**src/rtl/matmul_pkg.sv**
```systemverilog
// matmul_pkg: shared types and constants for the matrix-multiply feed path
package matmul_pkg;

    typedef enum logic [2:0] {
        IDLE  = 3'd0,
        CLEAR = 3'd1,
        FEED  = 3'd2,
        DRAIN = 3'd3,
        DONE  = 3'd4
    } feed_state_t;

    localparam int STALL_CNT_W = 16;

    // Zero shifts needed for the last skewed element to reach and cross an N x N array
    function automatic int drain_cycles(input int n);
        return 2 * n - 1;
    endfunction

endpackage

```
**src/rtl/systolic_feed_ctrl.sv**
```systemverilog
// systolic_feed_ctrl: clears the input-skew crossbar, streams K vectors, then drains; FEED_STALL_CNT_EN adds a stall counter
module systolic_feed_ctrl
    import matmul_pkg::*;
#(
    parameter int DATA_WIDTH      = 8,
    parameter int ARRAY_ELLEMENTS = 4,
    parameter int K_WIDTH         = 8
) (
    input  logic                                  clk,
    input  logic                                  reset_n,
    input  logic                                  start,
    input  logic [K_WIDTH-1:0]                    k_len,
    input  logic                                  src_valid,
    input  logic [ARRAY_ELLEMENTS*DATA_WIDTH-1:0] src_data,
    output logic                                  src_ready,
    output logic                                  xbar_sync_reset_n,
    output logic                                  xbar_shift,
    output logic [ARRAY_ELLEMENTS*DATA_WIDTH-1:0] xbar_data,
    output logic                                  busy,
    output logic                                  done,
    output logic [STALL_CNT_W-1:0]                stall_cnt
);

    localparam int DRN = drain_cycles(ARRAY_ELLEMENTS);
    localparam int DCW = $clog2(DRN + 1);

    feed_state_t        state, state_n;
    logic [K_WIDTH-1:0] k_rem;
    logic [DCW-1:0]     drain_cnt;

    // State register
    always_ff @(posedge clk or negedge reset_n) begin
        if (!reset_n) state <= IDLE;
        else          state <= state_n;
    end

    // Next state and crossbar/source handshake outputs
    always_comb begin
        state_n           = state;
        src_ready         = 1'b0;
        xbar_shift        = 1'b0;
        xbar_data         = '0;
        xbar_sync_reset_n = 1'b1;
        case (state)
            IDLE:  state_n = start ? CLEAR : IDLE;
            CLEAR: begin
                xbar_sync_reset_n = 1'b0;
                state_n           = (k_rem == '0) ? DONE : FEED;
            end
            FEED: begin
                src_ready  = 1'b1;
                xbar_shift = src_valid;
                xbar_data  = src_valid ? src_data : '0;
                state_n    = (src_valid && k_rem == K_WIDTH'(1)) ? DRAIN : FEED;
            end
            DRAIN: begin
                xbar_shift = 1'b1;
                state_n    = (drain_cnt == DCW'(DRN - 1)) ? DONE : DRAIN;
            end
            DONE:    state_n = IDLE;
            default: state_n = IDLE;
        endcase
    end

    assign busy = state != IDLE;
    assign done = state == DONE;

    // Remaining-vector and drain counters; k_rem only decrements while nonzero so it cannot wrap
    always_ff @(posedge clk or negedge reset_n) begin
        if (!reset_n) begin
            k_rem     <= '0;
            drain_cnt <= '0;
        end else begin
            if (state == IDLE && start)        k_rem <= k_len;
            else if (state == FEED && src_valid) k_rem <= k_rem - 1'b1;
            drain_cnt <= (state == DRAIN) ? drain_cnt + 1'b1 : '0;
        end
    end

`ifdef FEED_STALL_CNT_EN
    logic [STALL_CNT_W-1:0] stall_q;

    // Saturating count of FEED cycles with no source data; cleared when a pass is accepted
    always_ff @(posedge clk or negedge reset_n) begin
        if (!reset_n)                                          stall_q <= '0;
        else if (state == IDLE && start)                       stall_q <= '0;
        else if (state == FEED && !src_valid && stall_q != '1) stall_q <= stall_q + 1'b1;
    end

    assign stall_cnt = stall_q;
`else
    assign stall_cnt = '0;
`endif

endmodule

```
**config.mk**
```make
export PLATFORM = sky130hd
export DESIGN_NAME = systolic_feed_ctrl
export DESIGN_NICKNAME = d
export VERILOG_FILES = /design/src/rtl/matmul_pkg.sv /design/src/rtl/systolic_feed_ctrl.sv
export SDC_FILE = /design/constraint.sdc
export NUM_CORES = 1
export LEC_CHECK = 0
export BUFFER_PORTS_ARGS = -buffer_cell sky130_fd_sc_hd__buf_2
export CORE_ASPECT_RATIO = 1.2
export CORE_MARGIN = 2
export CORE_UTILIZATION = 42
export DETAILED_ROUTE_END_ITERATION = 7
export PLACE_DENSITY = 0.95
export SLEW_MARGIN = 20
export SYNTH_ARGS = -nofsm -noshare
export SYNTH_HDL_FRONTEND = slang
export SYNTH_SLANG_ARGS = --single-unit
```
**constraint.sdc**
```tcl
create_clock -name clk -period 2.92 [get_ports clk]
set_input_delay 0.73 -clock clk [delete_from_list [all_inputs] [get_ports clk]]
set_output_delay 0.73 -clock clk [all_outputs]
set_load 0.005 [all_outputs]
```
# After elaboration in Yosys (flattened, before gate mapping)
# Cells that the tools add are included.
[word_totals] ff_bits=14 latchBits=0 ramBits=0 romBits=0 input_bits=44 output_inout_bits=53 word_cells=31 memories=0
[op_classes] add_sub_neg=2 mul=0 div_mod_pow=0 order_cmp=0 eq_ne=6 n_shift=0 muxes=13 bitwise_logic=0 n_reduce_logical=7
[op_table] cell="$mux 32" n=2
[op_table] cell="$mux 8" n=2
[op_table] cell="$pmux 3 s4" n=1
[op_table] cell="$mux 3" n=3
[op_table] cell="$eq 8x1->1 const B" n=1
[op_table] cell="$logic_not 8->1" n=1
[op_table] cell="$sub 8x1->8 const B" n=1
[op_table] cell="$eq 3x2->1 const B" n=2
[op_table] cell="$eq 3x3->1 const B" n=2
[op_table] cell="$mux 1" n=4
[op_table] cell="$add 3x1->3 const B" n=1
[op_table] cell="$eq 3x1->1 const B" n=1
[op_table] cell="$logic_and 1x1->1" n=3
[op_table] cell="$logic_not 3->1" n=1
[op_table] cell="$reduce_bool 3->1" n=1
[op_table] cell="$pmux 1 s2" n=1
[op_table] cell="$reduce_bool 2->1" n=1

# Logic depth before layout (Yosys ltp)
# Gate-level depths: netlist of the first run.
[logic_depth] depth_word=4 depth_mapped=6 mapped_depth_nobuf=5

# Worst setup path before layout of the first run
# Ideal clock, no wire load.
[synth_path] path_kind="in2out" from="input port src_valid" to="output port xbar_data[11]" t_arrival_ps=1359 t_required_ps=2190 setup_slack_ps=831 path_stages=4 path_buffers=2 path_cell_list="and4bb_4 buf_6 buf_4 and2_1"
[synth_between] elab_chain_len=2
[synth_rtl] item="start, declared" line="systolic_feed_ctrl.sv:13" text="input logic src_valid,"
[synth_rtl] item="$mux 32" line="systolic_feed_ctrl.sv:53" text="xbar_data = src_valid ? src_data : '0;"
[synth_rtl] item="$mux 32" line="systolic_feed_ctrl.sv:44" text="case (state)"
[synth_rtl] item="end, declared" line="systolic_feed_ctrl.sv:18" text="output logic [ARRAY_ELLEMENTS*DATA_WIDTH-1:0] xbar_data,"
# No other way between the ends.

# Worst setup path after layout of the first run
[layout_path] from="register state[2]" to="output port xbar_data[30]"
[layout_between] elab_chain_len=2
[layout_rtl] item="start, declared" line="systolic_feed_ctrl.sv:27" text="feed_state_t state, state_n;"
[layout_rtl] item="start signal, assigned" line="systolic_feed_ctrl.sv:34" text="else state <= state_n;"
[layout_rtl] item="$eq 3x2->1" line="systolic_feed_ctrl.sv:44"
[layout_rtl] item="$mux 32" line="systolic_feed_ctrl.sv:44"
# No other way between the ends.

==> out/metrics.csv, run 1 <==
stage,metric,value,unit
global_route,total grt overflow,0,
sta,max-slew violation count,0,
clocking,total CTS buffers,3,
synthesis,Synth area leader,dfrtp_1,
layout,antenna cells,0,
placement,Buffers on Ports,80,
sta,Setup Viol. Count Final,0,
route,vias per cell,4.59,
pwr,clock share of power,0.148,
sta,worst slew pin tran,582,ps
synthesis,area share of the largest cell type after synthesis,0.286,
floorplanning,initial core utilization,0.439,
clocking,post_cts resized,0,
critical_path,CP Max Fanout,40,
pwr,combinational share of power,0.480,
critical_path,Worst Setup Path Type,reg2out,
synthesis,synth top area cells,"dfrtp_1, and2_1, buf_4",
sta,setup_tns,0,ps
pwr,pwr dens,624,nW/um2
critical_path,Critical Path AT,1790,ps
sta,Relative slew margins,0.611,
clocking,Bufs on Longest Clock Path,2,
global_route,first-pass GRT wire length,4420,um
critical_path,critical path required time,2190,ps
layout,"Net count, final",264,
sta,skew final,4.28,ps
critical_path,Worst R2R Setup Slack,1220,ps
clocking,clock-pin slew on the worst setup and hold paths,90,ps
route,wire per inst,11.5,um
run,Max Cap Violations,0,
sta,post-route minimum period,2520,ps
synthesis,Ys Warns,0,
route,Total Wirelength,2870,um
floorplanning,core footprint,2790,um2
global_route,vias in the first global route,1046,
pwr,Sequential Power Share,0.373,
clocking,H-tree depth,1,
layout,fin cells,249,
clocking,cts hold-fix bufs,0,
placement,RePlAce Congestion,0.733,
route,first drt pass iteration count,4,
pwr,maximum vdd ir drop,440,uV
critical_path,RR Endpoint,k_rem[6],
global_route,largest net degree at the start of global routing,41,
pwr,Net Sw Power,395,uW
pwr,Pint,590,uW
route,Routed Antenna Nets,0,
global_route,GRT Util Overall,0.171,
layout,Final Core Density,0.566,
outcome,outcome,completed,
clocking,Post-CTS Setup Repair Bufs,0,
synthesis,mapped cell area,1220,um2
sta,FMAX,396,MHz
clocking,worst skew pair latency,290,ps
layout,share of layout cells above drive strength 1,0.437,
synthesis,Syn Area/Cell,8.74,um2
layout,Layout area overhead,28.8,%
critical_path,Worst R2R Start,state[2],
sta,final hold vios,0,
clocking,CTS tree,yes,
floorplanning,I/O Pins,97,
pwr,switching part of the total power,0.401,
worst_hold_path,worst hold path type,in2async,
route,residual DRC count,0,
pwr,Tot Pwr,984,uW
placement,HPWL after DPL,2200,um
route,DR vias,1144,
critical_path,crit start category,register,
floorplanning,std cell rows,21,
floorplanning,Die H,63.1,um
critical_path,CP endpoint kind,output port,
clocking,clock tree sinks,14,
floorplanning,chip width,53.3,um
floorplanning,die area,3360,um2
synthesis,Seq cells post-synth,14,
sta,Final Cycle Share,0.864,
synthesis,cells after synthesis,140,
pwr,P_leak,0.849,nW
clocking,Root Buffer,clkbuf_4,
route,initial DRC count,14,
synthesis,Yosys cell types,35,
critical_path,reg2reg path depth,4,
sta,RSZ-0062 raised after global routing,false,
placement,dpl cells,245,
critical_path,Worst Setup SP,state[2],
synthesis,"Seq/Total Area, Yosys",0.286,
global_route,antenna violations before repair,0,
## state kept, by name, summed over array words and instances (netlist names)
signal / cells
state: 3
drain_cnt: 3
k_rem: 8
## layout make-up
cell class,count,area (um2)
tap,34,42.5
inverter,5,18.8
multi-input combinational,112,728
clock buffer,4,36.3
sequential,14,350
fill,271,1210
timing repair buffer,80,400
## synthesized netlist by cell type, drive strengths merged
cell and number:
and2 34, buf 23, dfrtp 14, nand2 8, o21ai 8, nor2 6
inv 5, nand3 5, nor3 5, a21oi 4, ha 4, xor2 4
nor3b 3, nand4 2, nand4b 2, xnor2 2, a211oi 1, a311o 1
and3b 1, and4bb 1, clkbuf 1, conb 1, mux2i 1, nor4 1
nor4bb 1, o211a 1, or3b 1
## routing by layer
layer / part of all wire / track usage
met1: 0.37 / 0.171
met3: 0.10 / 0.0261
met4: 0.012 / 0.0577
met2: 0.52 / 0.335
met5: 0 / 0
## power by group through the flow
stage	clock [mW]	combinational (mW)	sequential [mW]
after floorplan	0	0.387	0.334
after global placement	0	0.457	0.365
after detailed placement	0	0.474	0.369
after CTS	0.143	0.479	0.367
after global routing	0.158	0.536	0.383
final	0.145	0.472	0.367
## critical path: stages (launching register included)
cell and delay [ps]:
dfrtp_1 530, and4bb_4 650, and2_1 190, buf_2 110
## metrics by stage
| stage | hold slack, ps | instance area, um2 | setup WS, ps |
|---|---|---|---|
| 3_5_place_dp | 469 | 1540 | 570 |
| 5_1_grt | 326 | 1580 | 285 |
| 3_3_place_gp | 453 | 1540 | 594 |
| 2_1_floorplan | 434 | 1280 | 831 |
| 6_report | 318 | 1580 | 397 |
| 4_1_cts | 332 | 1580 | 404 |
## how the worst max path moves through the flow
stage | endpoint | cells after the start
floorplan | xbar_data[11] | 4
global placement | xbar_data[28] | 4
detailed placement | xbar_data[30] | 4
CTS | xbar_data[29] | 3
global route | xbar_data[1] | 3
finish | xbar_data[30] | 3
## cell families after synthesis
kind of cell | Yosys count | share of synthesized area
simple gates | 70 | 0.369
buf+inv | 29 | 0.165
compound gates | 15 | 0.0849
flops | 14 | 0.286
xor+xnor | 6 | 0.0429
fa+ha+maj | 4 | 0.0409
other cells | 1 | 0.00306
mux | 1 | 0.00818
## layout by cell type (no fill, tap or decap), types with 3 or more instances in the layout
master,instances
conb_1,16
ha_1,4
a21oi_1,3
o21ai_1,3
xor2_1,4
nand3_1,5
o21ai_0,3
nor3_1,4
buf_2,80
nor2_1,6
inv_1,5
nand2_1,8
dfrtp_1,14
clkbuf_4,3
and2_1,33
Note: power is estimated with default switching activity, not from simulation.
==> run 2: changes to the inputs <==
CORE_ASPECT_RATIO = 0.75   (was 1.2)
==> run 2 against run 1 <==
  * Sequential share of layout area fell by 0.30 points
  * Worst hold slack improved by 59 ps
  * Clock skew rose by 0.73 ps
  * Critical path depth unchanged
  * Non-clock buffer count unchanged
  * Global-route usage fell by 0.54 points
  * Highest routed layer unchanged
==> out/metrics.csv, run 2 (same netlist as run 1, synthesis figures left out) <==
stage,metric,value,unit
outcome,outcome,completed,
critical_path,Worst Setup Path Type,reg2out,
pwr,P_leak,0.857,nW
critical_path,reg2reg path depth,4,
clocking,worst skew pair latency,250,ps
layout,biggest regs,"k_rem: 8 flops, drain_cnt: 3 flops, state: 3 flops",
layout,"Net count, final",264,
clocking,H-tree depth,1,
sta,Setup Viol. Count Final,0,
route,wire per inst,11.7,um
layout,layout filler cell count,237,
critical_path,CP Max Fanout,40,
route,initial DRC count,42,
layout,"commonest non-fill, non-tap cell in the layout",buf_2,
floorplanning,die area,3370,um2
sta,skew final,5.00,ps
placement,RePlAce Congestion,0.733,
global_route,largest net degree at the start of global routing,41,
critical_path,CP cell instances,"and4bb_4, and2_1, buf_2",
placement,HPWL after DPL,2310,um
critical_path,slowest CP cell,and4bb_4,
global_route,GRT Util Overall,0.166,
critical_path,Worst Setup SP,state[2],
clocking,total CTS buffers,3,
route,residual DRC count,0,
sta,worst setup margin,460,ps
floorplanning,chip width,66.3,um
layout,max reg flops,8,
critical_path,crit start category,register,
route,DR vias,1151,
sta,setup_tns,0,ps
sta,Final Cycle Share,0.843,
clocking,CTS tree,yes,
layout,share of layout cells above drive strength 1,0.437,
clocking,Root Buffer,clkbuf_8,
placement,area post-placement,1540,um2
floorplanning,core footprint,2680,um2
route,first drt pass iteration count,4,
sta,RSZ-0062 raised after global routing,false,
pwr,pwr dens,644,nW/um2
layout,Final Core Density,0.596,
floorplanning,I/O Pins,97,
critical_path,Worst R2R Start,state[2],
route,vias per cell,4.59,
clocking,Post-CTS Setup Repair Bufs,0,
critical_path,Critical Path End,xbar_data[25],
sta,final hold vios,0,
clocking,cts hold-fix bufs,0,
layout,Biggest register,k_rem,
floorplanning,initial core utilization,0.456,
pwr,maximum vdd ir drop,341,uV
critical_path,CP endpoint kind,output port,
sta,Relative slew margins,0.657,
floorplanning,std cell rows,16,
sta,worst slew pin tran,514,ps
sta,post-route minimum period,2460,ps
critical_path,RR Endpoint,k_rem[6],
global_route,antenna violations before repair,0,
global_route,vias in the first global route,925,
critical_path,critical path required time,2190,ps
layout,antenna cells,0,
route,Total Wirelength,2950,um
global_route,total grt overflow,0,
clocking,clock-pin slew on the worst setup and hold paths,60,ps
floorplanning,Die H,50.7,um
sta,FMAX,406,MHz
clocking,post_cts resized,0,
clocking,clock tree sinks,14,
critical_path,CP peak stage delay,660,ps
global_route,first-pass GRT wire length,4280,um
clocking,Bufs on Longest Clock Path,2,
placement,Buffers on Ports,80,
placement,pre-CTS setup slack,565,ps
sta,max-slew violation count,0,
worst_hold_path,worst hold path type,in2async,
critical_path,Critical Path AT,1730,ps
layout,Layout area overhead,30.6,%
critical_path,Worst R2R Setup Slack,1210,ps
layout,post-route cell area,1600,um2
run,Max Cap Violations,0,
route,Routed Antenna Nets,0,
layout,most frequent cells in the layout,"buf_2, and2_1, conb_1",
[run 2: worst min-delay path by stage]
| stage | startpoint | slack, ps | end | cells after the start |
|---|---|---|---|---|
| 3_5_place_dp | drain_cnt[0] | 460 | drain_cnt[0] | 1 |
| 4_1_cts | reset_n | 390 | drain_cnt[1] | 1 |
| 5_1_grt | reset_n | 400 | drain_cnt[1] | 1 |
| 2_1_floorplan | reset_n | 430 | drain_cnt[0] | 0 |
| 6_report | reset_n | 380 | drain_cnt[1] | 1 |
| 3_3_place_gp | drain_cnt[0] | 460 | drain_cnt[0] | 1 |
[run 2: metal layers]
metal	vias to the layer above	global-route usage	wire [um]
li1	580	-	-
met1	510	0.207	1170
met2	56	0.277	1410
met3	5	0.0404	333
met4	0	0.0612	37
met5	-	0	0
[run 2: through the flow]
step	total power [mW]	hold WS (ps)	std cells
after CTS	1.04	386	251
after global routing	1.12	398	251
after floorplan	0.721	434	155
after detailed placement	0.847	457	247
final	1.03	377	251
after global placement	0.829	462	247
[run 2: area by class of cell]
cell class / instances / area (um2) / area share
clock buffer: 4 / 55.1 / 0.0345
inverter: 5 / 18.8 / 0.0117
multi-input combinational: 112 / 728 / 0.456
sequential: 14 / 350 / 0.219
tap: 36 / 45.0 / 0.0282
timing repair buffer: 80 / 400 / 0.251
[run 2: critical path, delay by kind of cell, from the launching register on]
family	cells	cell delay [ps]
and+or+nand+nor	2	850
DFF	1	520
buffers and inverters	1	110
[run 2: power by group]
group	switching, mW	total (mW)	internal [mW]
logic	0.231	0.476	0.245
registers	0.0960	0.365	0.269
clock network	0.0689	0.188	0.119
